`src/rtl/modred_pkg.sv`:
```
// Shared definitions for the modular-reduction quotient-correction stage:
// FSM state encoding and default datapath widths / correction bound.
package modred_pkg;

  localparam int W_DEF        = 56;
  localparam int XW_DEF       = 58;
  localparam int MAX_CORR_DEF = 3;

  typedef enum logic [1:0] {
    ST_IDLE   = 2'd0,
    ST_MULSUB = 2'd1,
    ST_CORR   = 2'd2,
    ST_DONE   = 2'd3
  } modred_state_e;

  // Width of a counter that must hold the values 0..max_val inclusive.
  function automatic int cnt_width(input int max_val);
    int w;
    w = 1;
    while ((1 << w) <= max_val) begin
      w = w + 1;
    end
    return w;
  endfunction

endpackage

```
`src/rtl/modred_cond_sub.sv`:
```
// Conditional subtractor: y = (a >= b) ? a - b : a, with the comparison
// result exported as ge. Purely combinational.
module modred_cond_sub
  import modred_pkg::*;
#(
  parameter int XW = XW_DEF
) (
  input  logic [XW-1:0] a,
  input  logic [XW-1:0] b,
  output logic [XW-1:0] y,
  output logic          ge
);

  // Compare and select the reduced or unreduced operand
  always_comb begin
    ge = (a >= b);
    if (ge) begin
      y = a - b;
    end else begin
      y = a;
    end
  end

endmodule

```
`src/rtl/modred_quot_correct.sv`:
```
// Quotient-estimate correction stage of the modular-reduction path.
// Computes r = x - q*m and then subtracts m while r >= m, at most MAX_CORR
// times; err flags a borrow on x - q*m or a residue still >= m afterwards.
// One job in flight; valid/ready handshakes on input and output.
// Build option: define MODRED_PARALLEL_CORR_EN to resolve all corrections in
// a single chained evaluation (fixed latency 3) instead of one per cycle.
module modred_quot_correct
  import modred_pkg::*;
#(
  parameter int W        = W_DEF,
  parameter int XW       = XW_DEF,
  parameter int MAX_CORR = MAX_CORR_DEF
) (
  input  logic          clk,
  input  logic          rst,
  input  logic          in_valid,
  output logic          in_ready,
  input  logic [XW-1:0] x,
  input  logic [1:0]    q,
  input  logic [W-1:0]  m,
  output logic          out_valid,
  input  logic          out_ready,
  output logic [W-1:0]  r,
  output logic          err
);

  localparam int             CW       = cnt_width(MAX_CORR);
  localparam logic [CW-1:0]  CNT_MAX  = CW'(MAX_CORR);
  localparam logic [CW-1:0]  CNT_ONE  = CW'(1);
  localparam logic [CW-1:0]  CNT_ZERO = CW'(0);

  modred_state_e state_r, state_nxt_s;

  logic [XW-1:0] x_r, x_nxt_s;
  logic [1:0]    q_r, q_nxt_s;
  logic [W-1:0]  m_r, m_nxt_s;
  logic [XW-1:0] work_r, work_nxt_s;
  logic [CW-1:0] cnt_r, cnt_nxt_s;
  logic [W-1:0]  r_r, r_nxt_s;
  logic          err_r, err_nxt_s;
  logic          in_ready_r;
  logic          out_valid_r;

  logic [XW-1:0] m_ext_s;
  logic [XW-1:0] qm_s;
  logic [XW:0]   d_s;

  assign m_ext_s = {{(XW-W){1'b0}}, m_r};

  // q*m as shift/add; q is at most 3 so the product fits in XW bits
  always_comb begin
    case (q_r)
      2'd0:    qm_s = {XW{1'b0}};
      2'd1:    qm_s = m_ext_s;
      2'd2:    qm_s = m_ext_s << 1;
      2'd3:    qm_s = (m_ext_s << 1) + m_ext_s;
      default: qm_s = {XW{1'b0}};
    endcase
  end

  // One extra bit so the MSB of the difference is the borrow
  assign d_s = {1'b0, x_r} - {1'b0, qm_s};

`ifdef MODRED_PARALLEL_CORR_EN
  // Chain of conditional subtractors: stage j yields r - j*m clipped at the
  // first value below m, which is exactly what the iterative loop produces.
  logic [XW-1:0]       chain_s [0:MAX_CORR];
  logic [MAX_CORR-1:0] chain_ge_s;
  logic                par_ge_s;

  assign chain_s[0] = work_r;

  for (genvar j = 0; j < MAX_CORR; j++) begin : g_chain
    modred_cond_sub #(.XW(XW)) u_sub (
      .a  (chain_s[j]),
      .b  (m_ext_s),
      .y  (chain_s[j+1]),
      .ge (chain_ge_s[j])
    );
  end

  assign par_ge_s = (chain_s[MAX_CORR] >= m_ext_s);
`else
  logic [XW-1:0] sub_y_s;
  logic          sub_ge_s;

  modred_cond_sub #(.XW(XW)) u_sub (
    .a  (work_r),
    .b  (m_ext_s),
    .y  (sub_y_s),
    .ge (sub_ge_s)
  );
`endif

  // Next-state and next-datapath logic for the job FSM
  always_comb begin
    state_nxt_s = state_r;
    x_nxt_s     = x_r;
    q_nxt_s     = q_r;
    m_nxt_s     = m_r;
    work_nxt_s  = work_r;
    cnt_nxt_s   = cnt_r;
    r_nxt_s     = r_r;
    err_nxt_s   = err_r;

    case (state_r)
      ST_IDLE: begin
        if (in_valid) begin
          x_nxt_s     = x;
          q_nxt_s     = q;
          m_nxt_s     = m;
          cnt_nxt_s   = CNT_ZERO;
          err_nxt_s   = 1'b0;
          state_nxt_s = ST_MULSUB;
        end else begin
          state_nxt_s = ST_IDLE;
        end
      end

      ST_MULSUB: begin
        if (d_s[XW]) begin
          // Estimate overshot: report the wrapped difference and skip correction
          err_nxt_s   = 1'b1;
          r_nxt_s     = d_s[W-1:0];
          state_nxt_s = ST_DONE;
        end else begin
          work_nxt_s  = d_s[XW-1:0];
          cnt_nxt_s   = CNT_ZERO;
          state_nxt_s = ST_CORR;
        end
      end

      ST_CORR: begin
`ifdef MODRED_PARALLEL_CORR_EN
        // First cycle captures the chained result, second cycle publishes it
        if (cnt_r == CNT_ZERO) begin
          work_nxt_s  = chain_s[MAX_CORR];
          err_nxt_s   = par_ge_s;
          cnt_nxt_s   = CNT_ONE;
          state_nxt_s = ST_CORR;
        end else begin
          r_nxt_s     = work_r[W-1:0];
          state_nxt_s = ST_DONE;
        end
`else
        if (!sub_ge_s) begin
          r_nxt_s     = work_r[W-1:0];
          err_nxt_s   = 1'b0;
          state_nxt_s = ST_DONE;
        end else if (cnt_r == CNT_MAX) begin
          r_nxt_s     = work_r[W-1:0];
          err_nxt_s   = 1'b1;
          state_nxt_s = ST_DONE;
        end else begin
          work_nxt_s  = sub_y_s;
          cnt_nxt_s   = cnt_r + CNT_ONE;
          state_nxt_s = ST_CORR;
        end
`endif
      end

      ST_DONE: begin
        if (out_ready) begin
          state_nxt_s = ST_IDLE;
        end else begin
          state_nxt_s = ST_DONE;
        end
      end

      default: begin
        state_nxt_s = ST_IDLE;
      end
    endcase
  end

  // State, datapath and registered handshake outputs
  always_ff @(posedge clk) begin
    if (rst) begin
      state_r     <= ST_IDLE;
      x_r         <= {XW{1'b0}};
      q_r         <= 2'd0;
      m_r         <= {W{1'b0}};
      work_r      <= {XW{1'b0}};
      cnt_r       <= CNT_ZERO;
      r_r         <= {W{1'b0}};
      err_r       <= 1'b0;
      in_ready_r  <= 1'b1;
      out_valid_r <= 1'b0;
    end else begin
      state_r     <= state_nxt_s;
      x_r         <= x_nxt_s;
      q_r         <= q_nxt_s;
      m_r         <= m_nxt_s;
      work_r      <= work_nxt_s;
      cnt_r       <= cnt_nxt_s;
      r_r         <= r_nxt_s;
      err_r       <= err_nxt_s;
      in_ready_r  <= (state_nxt_s == ST_IDLE);
      out_valid_r <= (state_nxt_s == ST_DONE);
    end
  end

  assign in_ready  = in_ready_r;
  assign out_valid = out_valid_r;
  assign r         = r_r;
  assign err       = err_r;

endmodule

```
`config.mk`:
```
export PLATFORM = sky130hd
export DESIGN_NAME = modred_quot_correct
export DESIGN_NICKNAME = d
export VERILOG_FILES = /design/src/rtl/modred_pkg.sv /design/src/rtl/modred_cond_sub.sv /design/src/rtl/modred_quot_correct.sv
export SDC_FILE = /design/constraint.sdc
export NUM_CORES = 1
export LEC_CHECK = 0
export CORE_MARGIN = 2
export CORE_UTILIZATION = 40
export DETAILED_ROUTE_END_ITERATION = 8
export DONT_BUFFER_PORTS = 1
export SYNTH_ARGS = -nofsm -noshare
export SYNTH_HDL_FRONTEND = slang
export SYNTH_SLANG_ARGS = --single-unit
```
`constraint.sdc`:
```
create_clock -name clk -period 7.1 [get_ports clk]
set_input_delay 0.71 -clock clk [delete_from_list [all_inputs] [get_ports clk]]
set_output_delay 0.71 -clock clk [all_outputs]
set_load 0.03 [all_outputs]
```
==> results of run 1 <==
worst max-delay path by stage:
| stage | from | end | slack (ns) | depth (start not counted) |
|---|---|---|---|---|
| after global placement | m_r[1] | r[10] | 0.59 | 25 |
| after detailed placement | m_r[1] | r[10] | 0.42 | 24 |
| after floorplan | m_r[1] | r[52] | 1.21 | 26 |
| final | m_r[1] | r[10] | 0.49 | 24 |
| after global routing | m_r[1] | r[39] | 0.08 | 24 |
| after CTS | m_r[1] | r[10] | 0.36 | 24 |
cells in the mapped netlist (10+ instances only):
library cell,instances,share of area
nor2b_1,18,0.0055
nor4_1,13,0.0039
a21oi_1,437,0.11
o21a_1,25,0.0091
and2_1,15,0.0045
o31ai_1,15,0.0055
and3_1,22,0.0067
clkbuf_1,152,0.028
a311oi_1,33,0.014
o21bai_1,37,0.013
xnor2_1,80,0.034
a31oi_1,46,0.014
nand2_1,495,0.090
buf_1,12,0.0022
or3_1,16,0.0049
nor2_1,189,0.034
o21ai_0,163,0.040
o22ai_1,10,0.0030
xor2_1,58,0.025
nand3_1,48,0.012
o211ai_1,17,0.0062
inv_1,120,0.022
a21o_1,77,0.028
nand2b_1,29,0.0088
nor3_1,77,0.019
a211oi_1,46,0.017
dfxtp_1,237,0.23
ha_1,176,0.11
mux2i_1,34,0.017
nand4_1,58,0.018
o21ai_1,23,0.0056
buf_2,23,0.0056
layer usage:
layer | vias to the layer above | global-route usage
met5 | - | 0
met4 | 4 | 0.0581
met3 | 88 | 0.0336
met2 | 659 | 0.366
met1 | 9676 | 0.405
li1 | 10323 | -
power groups by stage:
stage | Combinational (W) | Sequential (W) | Clock [W]
final | 0.00681 | 0.00216 | 0.00150
after global routing | 0.00746 | 0.00220 | 0.00158
after CTS | 0.00665 | 0.00216 | 0.00153
after detailed placement | 0.00662 | 0.00219 | 0
after global placement | 0.00657 | 0.00218 | 0
after floorplan | 0.00494 | 0.00204 | 0
layout make-up:
| cell class | instances | area [um^2] |
|---|---|---|
| Fill cell | 5415 | 29200 |
| Multi-Input combinational cell | 2391 | 14700 |
| Sequential cell | 237 | 4750 |
| Tap cell | 680 | 851 |
| Clock buffer | 38 | 810 |
| Inverter | 120 | 450 |
| Timing Repair Buffer | 28 | 235 |
| Clock inverter | 12 | 135 |
registers in the layout, summed over array words and instances, names as in the netlist, 2 cells and up:
register	cells
cnt_r	2
m_r	56
q_r	2
r	56
state_r	2
work_r	58
x_r	58
metrics by stage:
stage               worst slack, ns  utilization  power, W  hold slack, ns
finish                        0.495        0.429    0.0105           0.213
global route                 0.0787        0.429    0.0112           0.205
CTS                           0.363        0.428    0.0103           0.183
detailed placement            0.420        0.410   0.00881           0.446
global placement              0.594        0.410   0.00875           0.442
floorplan                      1.21            -   0.00698           0.432
cells by family (layout without fill, tap and decap cells):
family	count (synthesis)	count (layout)	share of synthesized area
buf+inv	314	198	0.0605
compound gates	1020	1020	0.302
simple gates	1014	1015	0.220
fa+ha+maj	179	179	0.110
flops	237	237	0.230
xor+xnor	138	138	0.0586
mux	39	39	0.0192
cells in the final DEF, fill, tap and decap left out, types with 18 or more instances in the layout:
master / n
xnor2_1: 80
a211oi_1: 46
ha_1: 175
a21oi_1: 437
a31oi_1: 46
clkbuf_16: 29
a21o_1: 77
and3_1: 22
nor2b_1: 18
nand3_1: 48
nand4_1: 58
o21ai_0: 163
nor2_1: 189
nor3_1: 77
inv_1: 120
buf_4: 26
a311oi_1: 33
o21ai_1: 23
xor2_1: 58
o21a_1: 25
o21bai_1: 37
nand2b_1: 29
mux2i_1: 34
dfxtp_1: 235
nand2_1: 494
==> impl_metrics.tcl, run 1 <==
set metrics [dict create \
    period_minus_slack_ns 6.61 \
    vdd_ir_drop_max_uv 231 \
    coreArea_mm2 0.0511 \
    cts_buffer_depth 3 \
    ant_nets 0 \
    p_per_area_mw_per_mm2 478 \
    final_area_mm2 0.0219 \
    wire_per_inst_um 20.5 \
    vias 20750 \
    min_path_type "primary input to flop" \
    route.detailed.drc 0 \
    tns_ns 0 \
    placed_area_mm2 0.0209 \
    async_flop_share 0 \
    antenna_found_initial 2 \
    viasPerCell 5.92 \
    critical_path.startpoint_type "flop" \
    max_freq_mhz 151 \
    hpwl_um 56300 \
    cts_root_buf "clkbuf_16" \
    path_clk_slew_ns 0.06 \
    p_int_w 0.00497 \
    cts_resized 0 \
    end_kind "flop" \
    critical_path_required_ns 7.58 \
    synth_edf_count 0 \
    p_switching_w 0.00550 \
    ys.flop_type "dfxtp_1" \
    cp_slowest_cell "fa_1" \
    postCtsSetupRepairBufs 0 \
    wl_met3_um 4740 \
    fin_skew_ns 0.0146 \
    worstMarginPinSlew_ns 1.12 \
    synth.net_count 3240 \
    min_from "rst" \
    drt_iter0_markers 1950 \
    die_y_um 231 \
    p_comb_frac 0.651 \
    timing.slew.headroom 0.242 \
    die-area_mm2 0.0534 \
    reg2reg_slack_ns 0.49 \
    clock_power_share 0.143 \
    grt_start_max_net_pins 196 \
    cts_hold_buffers 0 \
    fin_nets 3105 \
    grt_pass1_vias 18883 \
    gp_congestion 0.976 \
    dr.pass1.iters 9 \
    wl_met2_um 28600 \
    rsz0062_at_grt "no" \
    yosysSeqAreaShare 0.230 \
    timing.critical_path.buf_inv 1 \
    arrival_ns 7.08 \
    hold_viol 0 \
    yosysWarnings 0 \
    htreeDepth 1 \
    p_seq_frac 0.207 \
    syn_inst 2941 \
    clock-sinks 237 \
    instances_no_fill 3506 \
    finalSetupViolCount 0 \
    hold_end "x_r[55]" \
    tritoncts "done" \
    cpPeakStageDelay_ns 0.42 \
    p_sw_frac 0.525 \
    avgSynthCellArea_um2 7.01 \
    wl_um 71800 \
    numPortBuffers 0 \
    slew_violations 0 \
    wl_met1_um 37000 \
    path_cells "ha_1 > fa_1 > a21oi_1 > o22ai_1 > o31ai_2 > nor4_2 > or2_2 > a211o_1 > a21oi_1 > o21ai_1 > mux2i_1 > a311oi_1 > ha_1 > a21o_1 > a21o_1 > a211o_1 > a31o_1 > a21o_1 > o32a_1 > a32oi_2 > and2_4 > buf_12 > nor2_1 > a311oi_1" \
    clkLatencyLatePin_ns 0.59 \
    synth-seq-cells 237 \
    fin_crit_sh 0.930 \
    r2r_start "m_r[1]" \
    r2r-end "r[10]" \
    status "complete, no violations" \
    overflow 0 \
    die_w_um 231 \
    drv_cap 0 \
    critPathKind "flop to flop" \
    leakagePower_nw 8.91 \
    place_inst 3455 \
    grt_use_total 0.258 \
    drive_gt1_frac 0.0386 \
    synth.distinct_cells 84 \
    crit_family "compound AO/OA/AOI/OAI gates" \
    top_layer_used "met5" \
    rr_worst_depth 24 \
    start_util 0.404 \
    crit_fanout 23 \
    rows 83 \
    ios 179 \
    antenna_cells 0 \
    crit_top_cell "a21o_1" \
    min_delay_path_depth 1 \
    cts_buffers 28 \
    grt_pass1_wl_um 109000 \
    syn_to_final_growth_pct 6.32 \
    synthesis.area_mm2 0.0206 \
]
Note: power is estimated with default switching activity, not from simulation.
==> run 2, diff against run 1 <==
--- a/config.mk
+++ b/config.mk
@@ -9,6 +9,7 @@
 export CORE_UTILIZATION = 40
 export DETAILED_ROUTE_END_ITERATION = 8
 export DONT_BUFFER_PORTS = 1
+export HOLD_SLACK_MARGIN = 0.12
 export SYNTH_ARGS = -nofsm -noshare
 export SYNTH_HDL_FRONTEND = slang
 export SYNTH_SLANG_ARGS = --single-unit
==> results of run 2 <==
No change in the layout: final DEF, timing and power equal those of run 1.
